===== config.mk =====
export PLATFORM = sky130hd
export DESIGN_NAME = npu_host_seq
export DESIGN_NICKNAME = d
export VERILOG_FILES = /design/src/rtl/npu_host_seq.sv
export SDC_FILE = /design/constraint.sdc
export NUM_CORES = 1
export LEC_CHECK = 0
export ABC_CLOCK_PERIOD_IN_PS = 2200
export CORE_ASPECT_RATIO = 1.5
export CORE_MARGIN = 2
export CORE_UTILIZATION = 40
export CTS_CLUSTER_SIZE = 12
export DETAILED_ROUTE_END_ITERATION = 8
export PLACE_DENSITY = 0.71
export SETUP_SLACK_MARGIN = 0.02
export SYNTH_ARGS = -nofsm -noshare
export SYNTH_HDL_FRONTEND = slang
export SYNTH_SLANG_ARGS = --single-unit
export TNS_END_PERCENT = 100

===== constraint.sdc =====
create_clock -name clk -period 2.2 [get_ports clk]
set_input_delay 0.22 -clock clk [delete_from_list [all_inputs] [get_ports clk]]
set_output_delay 0.22 -clock clk [all_outputs]
set_load 0.03 [all_outputs]

===== src/rtl/npu_host_seq.sv =====
// -----------------------------------------------------------------------------
// npu_host_seq
//
// Bus-master sequencer for the NPU memory-mapped host port. Commands arrive on
// a valid/ready stream and are issued as single-cycle writes, single-cycle
// reads, or poll loops that re-read an address until (douta & mask) == mask or
// POLL_MAX reads have been made. Read data and poll results leave on a
// valid/ready response stream.
//
// Parameters:
//   RD_LAT   - cycles from the read-issue edge to the sampling of douta (1..4)
//   POLL_MAX - maximum reads per POLL before timeout (>= 1)
//   POLL_GAP - idle cycles between consecutive poll reads (>= 0)
//   CNT_W    - width of the poll and gap counters (must hold POLL_MAX)
//
// Ports:
//   clk, rst_ni            - clock, asynchronous active-low reset
//   cmd_valid/cmd_ready    - command handshake
//   cmd_op                 - 0=WRITE 1=READ 2=POLL 3=reserved (dropped)
//   cmd_addr, cmd_data     - bus address; write data (WRITE) or mask (POLL)
//   rsp_valid/rsp_ready    - response handshake
//   rsp_data, rsp_err      - captured douta; 1 = poll timeout
//   ena, wea, addra, dina  - host bus outputs
//   douta                  - host bus read data (registered inside the NPU)
//   busy                   - sequencer not idle
//
// Build option:
//   NPU_HOST_SEQ_WR_ACK_EN - when defined, every WRITE also returns a response
//                            (rsp_data=0, rsp_err=0) so the controller can
//                            order writes ahead of later reads. When undefined,
//                            writes are posted with no response.
// -----------------------------------------------------------------------------
module npu_host_seq #(
    parameter int RD_LAT   = 1,
    parameter int POLL_MAX = 1024,
    parameter int POLL_GAP = 2,
    parameter int CNT_W    = 16
) (
    input  logic        clk,
    input  logic        rst_ni,
    input  logic        cmd_valid,
    output logic        cmd_ready,
    input  logic [1:0]  cmd_op,
    input  logic [15:0] cmd_addr,
    input  logic [31:0] cmd_data,
    output logic        rsp_valid,
    input  logic        rsp_ready,
    output logic [31:0] rsp_data,
    output logic        rsp_err,
    output logic        ena,
    output logic        wea,
    output logic [15:0] addra,
    output logic [31:0] dina,
    input  logic [31:0] douta,
    output logic        busy
);

    localparam logic [1:0] OP_WRITE = 2'd0;
    localparam logic [1:0] OP_READ  = 2'd1;
    localparam logic [1:0] OP_POLL  = 2'd2;

    localparam logic [CNT_W-1:0] WAIT_LAST = CNT_W'(RD_LAT - 1);
    localparam logic [CNT_W-1:0] GAP_LAST  = (POLL_GAP > 0) ? CNT_W'(POLL_GAP - 1) : '0;
    localparam logic [CNT_W-1:0] POLL_LAST = CNT_W'(POLL_MAX - 1);

    typedef enum logic [2:0] {
        S_IDLE,
        S_WR,
        S_RD,
        S_RD_WAIT,
        S_GAP,
        S_RSP
    } state_t;

    state_t           state_q;
    state_t           state_d;
    logic             is_poll_q;
    logic [31:0]      mask_q;
    logic [CNT_W-1:0] tmr_q;
    logic [CNT_W-1:0] poll_cnt_q;

    logic accept;
    logic sample;
    logic match;
    logic poll_last;
    logic done_rd;

    assign accept    = cmd_valid && cmd_ready;
    // douta is valid on the last edge of RD_WAIT, RD_LAT edges after the RD cycle
    assign sample    = (state_q == S_RD_WAIT) && (tmr_q == WAIT_LAST);
    assign match     = (douta & mask_q) == mask_q;
    assign poll_last = poll_cnt_q == POLL_LAST;
    // A plain READ always finishes; a POLL finishes on a match or on its last read
    assign done_rd   = sample && (!is_poll_q || match || poll_last);

    // ---- state register ----
    always_ff @(posedge clk or negedge rst_ni) begin
        if (!rst_ni) begin
            state_q <= S_IDLE;
        end else begin
            state_q <= state_d;
        end
    end

    // ---- next-state logic ----
    always_comb begin
        state_d = state_q;
        case (state_q)
            S_IDLE: begin
                if (accept) begin
                    case (cmd_op)
                        OP_WRITE: state_d = S_WR;
                        OP_READ:  state_d = S_RD;
                        OP_POLL:  state_d = S_RD;
                        default:  state_d = S_IDLE;
                    endcase
                end
            end
            S_WR: begin
`ifdef NPU_HOST_SEQ_WR_ACK_EN
                state_d = S_RSP;
`else
                state_d = S_IDLE;
`endif
            end
            S_RD: state_d = S_RD_WAIT;
            S_RD_WAIT: begin
                if (done_rd) begin
                    state_d = S_RSP;
                end else if (sample) begin
                    state_d = (POLL_GAP == 0) ? S_RD : S_GAP;
                end
            end
            S_GAP: begin
                if (tmr_q == GAP_LAST) begin
                    state_d = S_RD;
                end
            end
            S_RSP: begin
                if (rsp_ready) begin
                    state_d = S_IDLE;
                end
            end
            default: state_d = S_IDLE;
        endcase
    end

    // ---- outputs decoded from state ----
    // Bus strobes come straight from the state register so they drop in the
    // same cycle rst_ni falls.
    always_comb begin
        ena       = 1'b0;
        wea       = 1'b0;
        rsp_valid = 1'b0;
        cmd_ready = 1'b0;
        busy      = (state_q != S_IDLE);
        case (state_q)
            S_IDLE:  cmd_ready = rst_ni;
            S_WR: begin
                ena = 1'b1;
                wea = 1'b1;
            end
            S_RD:    ena       = 1'b1;
            S_RSP:   rsp_valid = 1'b1;
            default: ;
        endcase
    end

    // ---- command latch, timers and response capture ----
    always_ff @(posedge clk or negedge rst_ni) begin
        if (!rst_ni) begin
            addra      <= '0;
            dina       <= '0;
            mask_q     <= '0;
            is_poll_q  <= 1'b0;
            tmr_q      <= '0;
            poll_cnt_q <= '0;
            rsp_data   <= '0;
            rsp_err    <= 1'b0;
        end else begin
            // One timer serves both RD_WAIT and GAP; it restarts on every state change
            if ((state_q == S_RD_WAIT || state_q == S_GAP) && (state_d == state_q)) begin
                tmr_q <= tmr_q + CNT_W'(1);
            end else begin
                tmr_q <= '0;
            end

            // Reserved ops leave the bus registers untouched
            if (accept && (cmd_op != 2'd3)) begin
                addra      <= cmd_addr;
                is_poll_q  <= (cmd_op == OP_POLL);
                poll_cnt_q <= '0;
                if (cmd_op == OP_WRITE) begin
                    dina <= cmd_data;
                end
                if (cmd_op == OP_POLL) begin
                    mask_q <= cmd_data;
                end
            end

            if (done_rd) begin
                rsp_data <= douta;
                rsp_err  <= is_poll_q && !match;
            end else if (sample) begin
                poll_cnt_q <= poll_cnt_q + CNT_W'(1);
            end

`ifdef NPU_HOST_SEQ_WR_ACK_EN
            if (state_q == S_WR) begin
                rsp_data <= '0;
                rsp_err  <= 1'b0;
            end
`endif
        end
    end

endmodule


# Word level (Yosys, flattened, before mapping)
# Index checks and enable logic that the tools add are counted.
dict set report totals {
  reg_bits 149
  elab_cells 58
  out_inout_bits 86
  in_bits 86
}
dict set report classes {
  bitwise 1
  n_eq_ne 12
  n_addsub 2
  n_mux 15
  reduce_logical 19
}
# operator n
set op_table {}
lappend op_table {{two-way mux 16 bit} 4}
lappend op_table {{adder 16 x 1 -> 16 bit, second input constant} 2}
lappend op_table {{AND 32 bit} 1}
lappend op_table {{== test 32 bit} 1}
lappend op_table {{== test 16 x 1 -> 1 bit, second input constant} 1}
lappend op_table {{== test 16 x 10 -> 1 bit, second input constant} 1}
lappend op_table {{zero test 16 bit} 1}
lappend op_table {{two-way mux 3 bit} 5}
lappend op_table {{case mux 3 bit (5 select lines)} 1}
lappend op_table {{== test 3 x 2 -> 1 bit, second input constant} 2}
lappend op_table {{== test 3 bit, second input constant} 2}
lappend op_table {{logical AND 1 bit} 6}
lappend op_table {{two-way mux 1 bit} 4}
lappend op_table {{case mux 2 bit (2 select lines)} 1}
lappend op_table {{AND reduction 2 bit} 2}
lappend op_table {{OR reduction 2 bit} 2}
lappend op_table {{== test 3 x 1 -> 1 bit, second input constant} 1}
lappend op_table {{== test 3 bit} 1}
lappend op_table {{zero test 3 bit} 1}
lappend op_table {{logical OR 1 bit} 3}
lappend op_table {{nonzero test 3 bit} 1}
lappend op_table {{== test 2 x 1 -> 1 bit, second input constant} 1}
lappend op_table {{== test 2 bit, second input constant} 1}
lappend op_table {{zero test 1 bit} 2}
lappend op_table {{2 further kinds} 2}

# Depth between registers and ports, before layout
dict set report logic_depth {
  word_depth 10
  mapped_depth 9
}

# Worst setup path after synthesis
# No wires, ideal clock.
dict set report synth_path {
  path_kind {register to register}
  startpoint {reg state_q[0]}
  endpoint {reg dina[11]}
  t_required_ps 2075
  slack_ps -279
  period_less_slack_ps 2479
  stages_incl_launch_ff 8
  t_arrival_ps 2355
  path_buffers 2
  cell_sequence {dfrtp_1 > buf_2 > nor4b_2 > nand2_1 > nor2_1 > nand2_1 > buf_1 > mux2_2}
}
dict set report synth_via {
  elab_chain_cells 5
}
# element line_no
set synth_lines {}
lappend synth_lines {{start: declaration} 75} ;# state_t state_q;
lappend synth_lines {{start signal: assignment} 101} ;# state_q <= state_d;
lappend synth_lines {{zero test 3 bit} 157} ;# case (state_q)
lappend synth_lines {{two-way mux 1 bit} 157}
lappend synth_lines {{net cmd_ready} 42} ;# output logic cmd_ready,
lappend synth_lines {{logical AND 1 bit} 88} ;# assign accept = cmd_valid && cmd_ready;
lappend synth_lines {{logical AND 1 bit} 189} ;# if (accept && (cmd_op != 2'd3)) begin
lappend synth_lines {{AND reduction 2 bit (no line)} --}
lappend synth_lines {{end signal: assignment} 194} ;# dina <= cmd_data;
lappend synth_lines {{end: declaration} 53} ;# output logic [31:0] dina,
# The timed path passes the listed nets, and every way through them passes these cells.
# A chain may end at the register's enable or synchronous reset.

# Final worst setup path
dict set report layout_path {
  startpoint {reg poll_cnt_q[11]}
  endpoint {reg rsp_data[12]}
}
dict set report layout_via {
  elab_chain_cells 3
}
# element line_no
set layout_lines {}
lappend layout_lines {{start: declaration} 80} ;# logic [CNT_W-1:0] poll_cnt_q;
lappend layout_lines {{start signal: assignment} 205} ;# poll_cnt_q <= poll_cnt_q + CNT_W'(1);
lappend layout_lines {{== test 16 x 10 -> 1 bit} 92} ;# assign poll_last = poll_cnt_q == POLL_LAST;
lappend layout_lines {{logical OR 1 bit} 94} ;# assign done_rd = sample && (!is_poll_q || match || poll_last);
lappend layout_lines {{logical AND 1 bit} 94}
lappend layout_lines {{end signal: assignment} 202} ;# rsp_data <= douta;
lappend layout_lines {{end: declaration} 48} ;# output logic [31:0] rsp_data,
# Every way passes these cells.

==> results.tsv <==
metric	value	unit
ctsHoldBuffers	0	
p_leak	4.48	nW
tightest_slew	782	ps
status	complete, but fails checks	
layout-drive-gt1-share	0.299	
power_density	1350	mW/mm^2
insertedDiodeCount	0	
area_growth_syn_to_layout	53.2	%
timing.final.crit_period	2350	ps
drcViolationCount	0	
row_count	57	
crit_arrival	2650	ps
p_sw_frac	0.367	
drv_slew	0	
pwr-share-seq	0.337	
synth_cell_types	47	
final_net_count	866	
syn_nets	632	
netlist_area	0.00648	mm^2
grt_use_total	0.200	
clock_sinks	149	
fp.dieArea	0.0173	mm^2
insertion_delay	420	ps
setup_slack	-148	ps
fin_crit_sh	1.07	
dp_cells	950	
tritoncts	yes	
wl	17200	um
hold_class	primary input to async pin	
cp-start-kind	flip-flop	
grt.overflow.total	0	
p_comb_frac	0.451	
syn_avg_cell_area	12.0	um^2
gp_congestion	0.823	
cts_buffers	17	
die_h	160	um
rsz0062_at_grt	yes	
ant_nets	0	
p_switching	4.91	mW
first_iter_violations	272	
grt_max_degree	150	
path_clk_slew	60	ps
route.vias.total	5094	
viasPerCell	5.14	
worst-setup-path-type	flip-flop to flip-flop	
whs	-37.5	ps
synth-edff-count	0	
synth_cells	538	
antenna_found_initial	0	
path_max_fanout	8	
post-dp-hpwl	11900	um
fp.dieW	108	um
stdcell_count	991	
grt_pass1_wl	27100	um
yosysWarnings	0	
power_frac_clock	0.212	
start_util	0.404	
drt_pre_antenna_iters	7	
core	0.0160	mm^2
avgRoutedWirePerCell	17.4	um
grt_pass1_vias	5527	
hold_viol	62	
ioPinCount	172	
async_reset_ff_frac	1.00	
post-route-util	0.619	
power.internal	8.45	mW
fmax	0.426	GHz
cts.path.max_buffers	2	
vdd_drop_max	0.00102	V
cts_root_buf	clkbuf_16	
port_buffers	171	
synth-seq-area-share	0.576	
ys_ff_latch	149	
drv_cap	0	
critPathRequiredTime	2500	ps
synth_ff_type	dfrtp_1	
maxSlewHeadroom	0.479	
power	13.4	mW
htree_levels	4	
cp-end-kind	flip-flop	
violations	hold timing, setup timing	
fin_skew	13.9	ps
setup_viol	36	
## Yosys cell counts (all sizes together), types with 6 or more instances
cell type,n,share of area
nand2,80,0.046
a2111oi,8,0.011
clkbuf,8,0.0046
nor2,24,0.016
nand4,6,0.0058
and3,8,0.0077
xnor2,6,0.0081
buf,11,0.011
xor2,6,0.0081
ha,8,0.015
nand3,15,0.012
mux2,96,0.17
inv,15,0.0087
a21oi,10,0.0077
o21ai,10,0.0077
or3,8,0.0077
nor2b,26,0.025
dfrtp,149,0.58
## cell usage in the layout (no fill, tap or decap), types with 5 or more instances in the layout
master / instances
inv_6: 5
nand2_1: 80
nor2b_1: 18
a21oi_1: 8
nand4_1: 6
buf_12: 5
inv_1: 14
a2111oi_4: 6
and3_1: 8
buf_4: 52
nor2_1: 21
clkdlybuf4s50_1: 165
or3_1: 7
mux2_2: 64
nor2b_4: 6
o21ai_0: 6
mux2_4: 31
ha_1: 6
clkbuf_16: 18
xor2_1: 6
dfrtp_1: 149
xnor2_1: 6
nand3_1: 14
## cell type report
type / count / area [um^2]
fillers: 1247 / 6120
multi-input cells: 355 / 3020
flip-flops and latches: 149 / 3730
clock buffers: 19 / 433
well taps: 206 / 258
repair buffers: 234 / 2290
inverters: 15 / 56.3
clock inverters: 13 / 138
## what timing repair did
item                                    in CTS  in global routing
setup buffers                                3                  5
pin swaps                                    4                 28
endpoints found under the setup margin      54                 50
gates resized for setup                     42                 59
gates cloned                                 1                  2
## through the flow
step / cell area [um^2] / TNS [ps] / hold slack [ps] / setup slack, ps
global route: 9930 / -7160 / 48.2 / -203
floorplan: 6520 / 0 / -75.6 / 9.52
finish: 9930 / -3800 / -37.5 / -148
detailed placement: 8850 / -27020 / 454 / -613
global placement: 8850 / -29060 / 449 / -636
CTS: 9610 / -1050 / 12.7 / -69.8
## cells by family (layout without fill, tap and decap cells)
kind of cell	after synthesis	in the layout	share of synthesized area
adder cells (fa/ha/maj)	8	8	0.0155
flip-flops	149	149	0.576
XOR/XNOR	12	12	0.0162
buffers and inverters	34	281	0.0243
multiplexers	100	100	0.173
AO/OA/AOI/OAI	46	46	0.0504
AND/OR/NAND/NOR	189	189	0.145
## sequential cells by signal (all words and copies together), names as in the netlist
signal / flops
mask_q: 32
rsp_data: 32
tmr_q: 16
is_poll_q: 1
dina: 32
rsp_err: 1
state_q: 3
poll_cnt_q: 16
addra: 16
## metal layers
| metal | part of all wire | vias to the layer above | wire (um) | global-route usage |
|---|---|---|---|---|
| li1 | - | 2350 | - | - |
| met1 | 0.38 | 2545 | 6470 | 0.222 |
| met2 | 0.53 | 177 | 9120 | 0.348 |
| met3 | 0.078 | 22 | 1340 | 0.0767 |
| met4 | 0.017 | 0 | 300 | 0.0670 |
| met5 | 0 | - | 0 | 0 |
## worst max-delay path, cell delays in order (launching register included)
cell and delay (ps):
dfrtp_1 370, or4_1 520, o41a_1 420, o21a_2 180, nor2_8 230, clkbuf_16 220, mux2_4 300
## path summary, 6_finish.rpt
kind / slack [ps] / depth (start not counted) / to / startpoint
worst max-delay path: -150 / 6 / rsp_data[12] / poll_cnt_q[11]
worst min-delay path: -40 / 2 / poll_cnt_q[11] / rst_ni
worst max register to register: -150 / 6 / rsp_data[12] / poll_cnt_q[11]
worst min register to register: 470 / 2 / addra[9] / addra[9]
max in group asynchronous: 1660 / 2 / addra[6] / rst_ni
min in group clk: 280 / 4 / state_q[0] / rst_ni
## power by group through the flow
stage | logic [mW] | clock network [mW] | registers, mW
6_report | 6.03 | 2.83 | 4.50
5_1_grt | 6.39 | 3.01 | 4.62
4_1_cts | 5.78 | 2.89 | 4.47
3_5_place_dp | 5.52 | 0 | 4.47
3_3_place_gp | 5.44 | 0 | 4.42
2_1_floorplan | 1.56 | 0 | 5.84
Note: power is estimated with default switching activity, not from simulation.
